$ cat src/rtl/hazard_scoreboard.sv
// hazard_scoreboard
//   Decode-stage hazard/stall controller. A shift-register scoreboard tracks
//   the instructions in flight between issue and register-file write. From
//   it the block derives the IF/ID and PC stall, optional operand forwarding
//   selects, and the halt/drain sequence started by the halt instruction.
//
// Parameters
//   INST_WIDTH        instruction width (bits [24:0] decoded)
//   PIPE_DEPTH        scoreboard slots, 1..8
//   CTRL_STALL_CYCLES stall cycles behind an issued branch/jump (<= PIPE_DEPTH)
//   LOAD_STALL_CYCLES stall cycles behind an issued load (<= PIPE_DEPTH)
//   FORWARD_EN        1 = forward non-load results instead of stalling on RAW
//   HALT_DRAIN        cycles from halt detection to halt assertion (>= 1)
//
// Ports
//   clk                 clock, rising edge
//   reset               synchronous, active-high
//   dec_inst            instruction in ID
//   dec_valid           dec_inst is real (0 = bubble)
//   ext_stall           external freeze
//   stall_id_if_pl      hold IF/ID register
//   stall_pc_increment  hold PC (same as stall_id_if_pl)
//   issue               instruction leaves ID this cycle
//   fwd_rs1_sel         0 = register file, k = result of slot k-1
//   fwd_rs2_sel         as fwd_rs1_sel, for rs2
//   halt                core halted and drained
module hazard_scoreboard #(
   parameter int unsigned INST_WIDTH        = 32,
   parameter int unsigned PIPE_DEPTH        = 2,
   parameter int unsigned CTRL_STALL_CYCLES = 2,
   parameter int unsigned LOAD_STALL_CYCLES = 2,
   parameter int unsigned FORWARD_EN        = 0,
   parameter int unsigned HALT_DRAIN        = 2,
   localparam int unsigned FWD_W            = $clog2(PIPE_DEPTH + 1)
) (
   input  logic                  clk,
   input  logic                  reset,
   input  logic [INST_WIDTH-1:0] dec_inst,
   input  logic                  dec_valid,
   input  logic                  ext_stall,
   output logic                  stall_id_if_pl,
   output logic                  stall_pc_increment,
   output logic                  issue,
   output logic [FWD_W-1:0]      fwd_rs1_sel,
   output logic [FWD_W-1:0]      fwd_rs2_sel,
   output logic                  halt
);

   localparam int unsigned DRAIN_W = $clog2(HALT_DRAIN + 1);
   localparam logic [INST_WIDTH-1:0] HALT_INST = INST_WIDTH'(32'hC0001073);

   typedef enum logic [6:0] {
      OPC_LOAD   = 7'b0000011,
      OPC_OP_IMM = 7'b0010011,
      OPC_AUIPC  = 7'b0010111,
      OPC_STORE  = 7'b0100011,
      OPC_OP     = 7'b0110011,
      OPC_LUI    = 7'b0110111,
      OPC_BRANCH = 7'b1100011,
      OPC_JALR   = 7'b1100111,
      OPC_JAL    = 7'b1101111,
      OPC_SYSTEM = 7'b1110011
   } opcode_e;

   typedef struct packed {
      logic       valid;
      logic [4:0] rd;
      logic       is_load;
      logic       is_ctrl;
      logic       writes_rd;
   } slot_t;

   slot_t               slot_q [PIPE_DEPTH];
   slot_t               slot_d [PIPE_DEPTH];
   logic                halt_q, halt_d;
   logic [DRAIN_W-1:0]  drain_q, drain_d;

   opcode_e             opcode;
   slot_t               dec_slot;
   logic                reads_rs1, reads_rs2;
   logic [4:0]          rs1, rs2;

   logic                ctrl_hz, load_hz, raw_hz, stall;
   logic                hit1, hit2, in_load_win, found1, found2;
   logic [FWD_W-1:0]    fwd1, fwd2;

   assign opcode = opcode_e'(dec_inst[6:0]);
   assign rs1    = dec_inst[19:15];
   assign rs2    = dec_inst[24:20];

   // Decode of the ID-stage instruction into a scoreboard entry.
   always_comb begin
      dec_slot       = '0;
      reads_rs1      = 1'b0;
      reads_rs2      = 1'b0;
      dec_slot.valid = 1'b1;
      dec_slot.rd    = dec_inst[11:7];
      case (opcode)
         OPC_OP: begin
            dec_slot.writes_rd = 1'b1;
            reads_rs1          = 1'b1;
            reads_rs2          = 1'b1;
         end
         OPC_OP_IMM, OPC_SYSTEM: begin
            dec_slot.writes_rd = 1'b1;
            reads_rs1          = 1'b1;
         end
         OPC_LUI, OPC_AUIPC: begin
            dec_slot.writes_rd = 1'b1;
         end
         OPC_LOAD: begin
            dec_slot.writes_rd = 1'b1;
            dec_slot.is_load   = 1'b1;
            reads_rs1          = 1'b1;
         end
         OPC_JAL: begin
            dec_slot.writes_rd = 1'b1;
            dec_slot.is_ctrl   = 1'b1;
         end
         OPC_JALR: begin
            dec_slot.writes_rd = 1'b1;
            dec_slot.is_ctrl   = 1'b1;
            reads_rs1          = 1'b1;
         end
         OPC_BRANCH: begin
            dec_slot.is_ctrl   = 1'b1;
            reads_rs1          = 1'b1;
            reads_rs2          = 1'b1;
         end
         OPC_STORE: begin
            reads_rs1          = 1'b1;
            reads_rs2          = 1'b1;
         end
         default: ;
      endcase
      // x0 is never a real destination, so it can never create a hazard.
      if (dec_inst[11:7] == 5'd0) begin
         dec_slot.writes_rd = 1'b0;
      end
   end

   // Hazard scan. Slots are visited youngest first so the first qualifying
   // forwarding match is the one selected.
   always_comb begin
      ctrl_hz     = 1'b0;
      load_hz     = 1'b0;
      raw_hz      = 1'b0;
      hit1        = 1'b0;
      hit2        = 1'b0;
      in_load_win = 1'b0;
      found1      = 1'b0;
      found2      = 1'b0;
      fwd1        = '0;
      fwd2        = '0;
      for (int unsigned i = 0; i < PIPE_DEPTH; i++) begin
         hit1        = dec_valid && reads_rs1 && slot_q[i].valid &&
                       slot_q[i].writes_rd && (slot_q[i].rd == rs1);
         hit2        = dec_valid && reads_rs2 && slot_q[i].valid &&
                       slot_q[i].writes_rd && (slot_q[i].rd == rs2);
         in_load_win = slot_q[i].is_load && (i < LOAD_STALL_CYCLES);
         if (slot_q[i].valid && slot_q[i].is_ctrl && (i < CTRL_STALL_CYCLES)) begin
            ctrl_hz = 1'b1;
         end
         if (slot_q[i].valid && in_load_win) begin
            load_hz = 1'b1;
         end
         if ((hit1 || hit2) && ((FORWARD_EN == 0) || in_load_win)) begin
            raw_hz = 1'b1;
         end
         if (FORWARD_EN != 0) begin
            if (hit1 && !in_load_win && !found1) begin
               fwd1   = FWD_W'(i + 1);
               found1 = 1'b1;
            end
            if (hit2 && !in_load_win && !found2) begin
               fwd2   = FWD_W'(i + 1);
               found2 = 1'b1;
            end
         end
      end
   end

   assign stall              = halt_q || ext_stall || ctrl_hz || load_hz || raw_hz;
   assign stall_id_if_pl     = stall;
   assign stall_pc_increment = stall;
   assign issue              = dec_valid && !stall;
   assign fwd_rs1_sel        = fwd1;
   assign fwd_rs2_sel        = fwd2;
   assign halt               = halt_q && (drain_q == '0);

   always_comb begin
      slot_d[0] = issue ? dec_slot : '0;
      for (int unsigned i = 1; i < PIPE_DEPTH; i++) begin
         slot_d[i] = slot_q[i-1];
      end
   end

   // Drain counts down regardless of ext_stall once halt is latched.
   always_comb begin
      halt_d  = halt_q || (issue && (dec_inst == HALT_INST));
      drain_d = drain_q;
      if (halt_q && (drain_q != '0)) begin
         drain_d = drain_q - 1'b1;
      end
   end

   always_ff @(posedge clk) begin
      if (reset) begin
         for (int unsigned i = 0; i < PIPE_DEPTH; i++) begin
            slot_q[i] <= '0;
         end
         halt_q  <= 1'b0;
         drain_q <= DRAIN_W'(HALT_DRAIN);
      end else begin
         if (!ext_stall) begin
            for (int unsigned i = 0; i < PIPE_DEPTH; i++) begin
               slot_q[i] <= slot_d[i];
            end
         end
         halt_q  <= halt_d;
         drain_q <= drain_d;
      end
   end

endmodule

$ cat config.mk
export PLATFORM = sky130hd
export DESIGN_NAME = hazard_scoreboard
export DESIGN_NICKNAME = d
export VERILOG_FILES = /design/src/rtl/hazard_scoreboard.sv
export SDC_FILE = /design/constraint.sdc
export NUM_CORES = 1
export LEC_CHECK = 0
export ABC_CLOCK_PERIOD_IN_PS = 2100
export CAP_MARGIN = 0
export CORE_ASPECT_RATIO = 1.5
export CORE_UTILIZATION = 45
export CTS_BUF_LIST = sky130_fd_sc_hd__clkbuf_16
export CTS_CLUSTER_DIAMETER = 80
export DETAILED_ROUTE_END_ITERATION = 10
export HOLD_SLACK_MARGIN = 0.03
export PLACE_DENSITY = 0.76
export SLEW_MARGIN = 20
export SYNTH_ARGS = -nofsm -noshare
export SYNTH_HDL_FRONTEND = slang
export SYNTH_SLANG_ARGS = --single-unit
$ cat constraint.sdc
create_clock -name clk -period 2.1 [get_ports clk]
set_input_delay 0.315 -clock clk [delete_from_list [all_inputs] [get_ports clk]]
set_output_delay 0.315 -clock clk [all_outputs]
set_load 0.02 [all_outputs]
==> results_dict.tcl <==
set metrics [dict create \
    status "finished, violations left" \
    failed_checks "negative setup slack" \
    skew_ps 2.69 \
    cp.arrival_ps 1820 \
    cpMaxStageDelayCell "edfxtp_1" \
    overflow 0 \
    synth_cell_types 30 \
    max_stage_delay_ps 430 \
    track_usage 0.240 \
    setup_slack_ps -35.4 \
    power_leakage_uw 0.000785 \
    p_per_area_nw_per_um2 562 \
    synthTopCellsByArea "edfxtp_1 40%, xnor2_1 10%, and2_1 4.7%, dfxtp_1 4.5%, nand2_1 3.9%" \
    rsz0062_at_grt "true" \
    clockBufferDepth 2 \
    synth.top_cell.area_share 0.404 \
    grt_pass1_wl_microns 5380 \
    ys_warn_count 0 \
    crit_fanout 3 \
    ys.flop_type "edfxtp_1" \
    cpMostUsedCell "nand4_1" \
    fin_crit_ps 2140 \
    placement_rows 23 \
    gp_congestion 0.955 \
    path_class "reg -> out" \
    finalPower_uw 1110 \
    area_growth_pct 47.0 \
    start_kind "register" \
    clock-root-buffer "clkbuf_16" \
    die_area_sq_um 3200 \
    setup_viol 1 \
    cts_buffers 3 \
    netlist_area_sq_um 1340 \
    period_share 1.02 \
    drc 0 \
    via_per_inst 5.42 \
    synth_top_area_cell "edfxtp_1" \
    clkTransAtPathRegs_ps 60 \
    post-dp-hpwl_microns 2630 \
    design_area_sq_um 1970 \
    cts_sinks 21 \
    first_global_vias 1244 \
    clk_latency_ps 250 \
    yosys.cell_count.top_type "edfxtp_1" \
    grt_antenna_before_repair 0 \
    die_h_microns 68.8 \
    drive_above_1_share 0.223 \
    antenna_cells 0 \
    synth-seq-cells 21 \
    synth-edff-count 18 \
    peakVddDrop_v 0.000396 \
    start_util 0.490 \
    ys_seq_area_frac 0.449 \
    grt_max_degree 19 \
    wl_per_cell_microns 15.6 \
    place_area_sq_um 1840 \
    port_buffers 39 \
    design.core.area_sq_um 2730 \
    vias 1246 \
    wirelength_microns 3580 \
    htree_levels 1 \
    min_path_type "reg -> reg" \
    cts_tree "yes" \
    synthTopCellsByCount "18 x edfxtp_1, 16 x xnor2_1, 14 x nand2_1, 13 x nor2_1, 10 x and2_1" \
    die_w_microns 46.5 \
    cp_cell_sequence "xnor2_1 -> nand4_1 -> o22ai_1 -> nand4_1 -> nand4_1 -> inv_1 -> buf_6" \
    fmax_ghz 0.468 \
    drtPass1Iterations 4 \
    drv_cap 0 \
    finalMaxSlewViolations 0 \
    synthArstFlopShare 0 \
    hold_viol_final 0 \
    worstSetupEndpointType "output pin" \
    io_pins 44 \
    nNetsFinal 231 \
    synthCells 135 \
    critPathRequiredTime_ps 1780 \
    syn_area_per_cell_sq_um 9.92 \
    ant_nets 0 \
    first_iter_violations 51 \
]
kinds of logic after synthesis:
family | share of synthesized area
flops | 0.449
buf+inv | 0.0505
compound gates | 0.0748
other cells | 0.00280
xor+xnor | 0.137
simple gates | 0.277
fa+ha+maj | 0.00934
layout make-up:
cell class	count	area [sq um]
fillers	215	766
multi-input cells	105	727
flip-flops and latches	21	601
repair buffers	58	495
clock buffers	3	75.1
well taps	37	46.3
inverters	5	18.8
clock inverters	1	5.00
critical path, delay by kind of cell, from the launching register on:
family | cells | cell delay (ps)
and+or+nand+nor | 3 | 520
buffers and inverters | 2 | 210
DFF | 1 | 430
AOI/OAI and AO/OA | 1 | 200
xor gates and xnor gates | 1 | 230
per-layer routing:
metal / routed length (microns) / global-route usage / vias up
met4: 95 / 0.0956 / 0
met5: 0 / 0 / -
met2: 1980 / 0.460 / 61
met3: 179 / 0.0286 / 8
met1: 1320 / 0.250 / 589
li1: - / - / 588
sequential cells by signal, summed over array words and instances, names as in the netlist:
register  flops
slot_q       18
drain_q       2
halt_q        1
report_power, final:
part	switching, uW	leakage, uW	total (uW)	internal [uW]
combinational	105	0.000520	224	119
clock	140	0.0000409	395	255
sequential	15.1	0.000224	488	473
placed cells by master (no fill, tap or decap), types with 3 or more instances in the layout:
| cell | count |
|---|---|
| edfxtp_1 | 18 |
| nor2_1 | 13 |
| nand3_1 | 5 |
| inv_1 | 5 |
| o21ai_0 | 4 |
| nand4_1 | 5 |
| buf_4 | 21 |
| clkdlybuf4s50_1 | 19 |
| conb_1 | 4 |
| nor3_1 | 5 |
| xnor2_1 | 15 |
| and2_1 | 10 |
| clkbuf_16 | 3 |
| nand2_1 | 14 |
| xor2_1 | 5 |
| buf_2 | 3 |
| dlygate4sd2_1 | 10 |
| dfxtp_1 | 3 |
final timing paths:
| kind | startpoint | to | slack (ps) | cells past startpoint |
|---|---|---|---|---|
| worst max register to register | slot_q[0][15] | slot_q[0][0] | 30 | 8 |
| worst min register to register | drain_q[1] | drain_q[1] | 480 | 1 |
| worst min-delay path | drain_q[1] | drain_q[1] | 480 | 1 |
| worst max-delay path | slot_q[0][6] | issue | -40 | 7 |
through the flow:
| stage | setup TNS [ps] | utilization | std cells | setup WS [ps] | hold WS [ps] |
|---|---|---|---|---|---|
| after global routing | -285 | 0.720 | 230 | -102 | 507 |
| final | -35.4 | 0.720 | 230 | -35.4 | 477 |
| after CTS | -2.68 | 0.708 | 227 | -2.68 | 481 |
| after floorplan | 0 | - | 138 | 341 | 387 |
| after global placement | -4680 | 0.674 | 221 | -685 | 443 |
| after detailed placement | -6040 | 0.674 | 221 | -784 | 468 |
timing repair:
action | in CTS | in global routing
buffers inserted | 2 | 3
gates resized for setup | 47 | 13
hold buffers | 0 | 0
endpoints found under the setup margin | 13 | 3
pin swaps | 10 | 11
(Power assumes the default switching activity.)
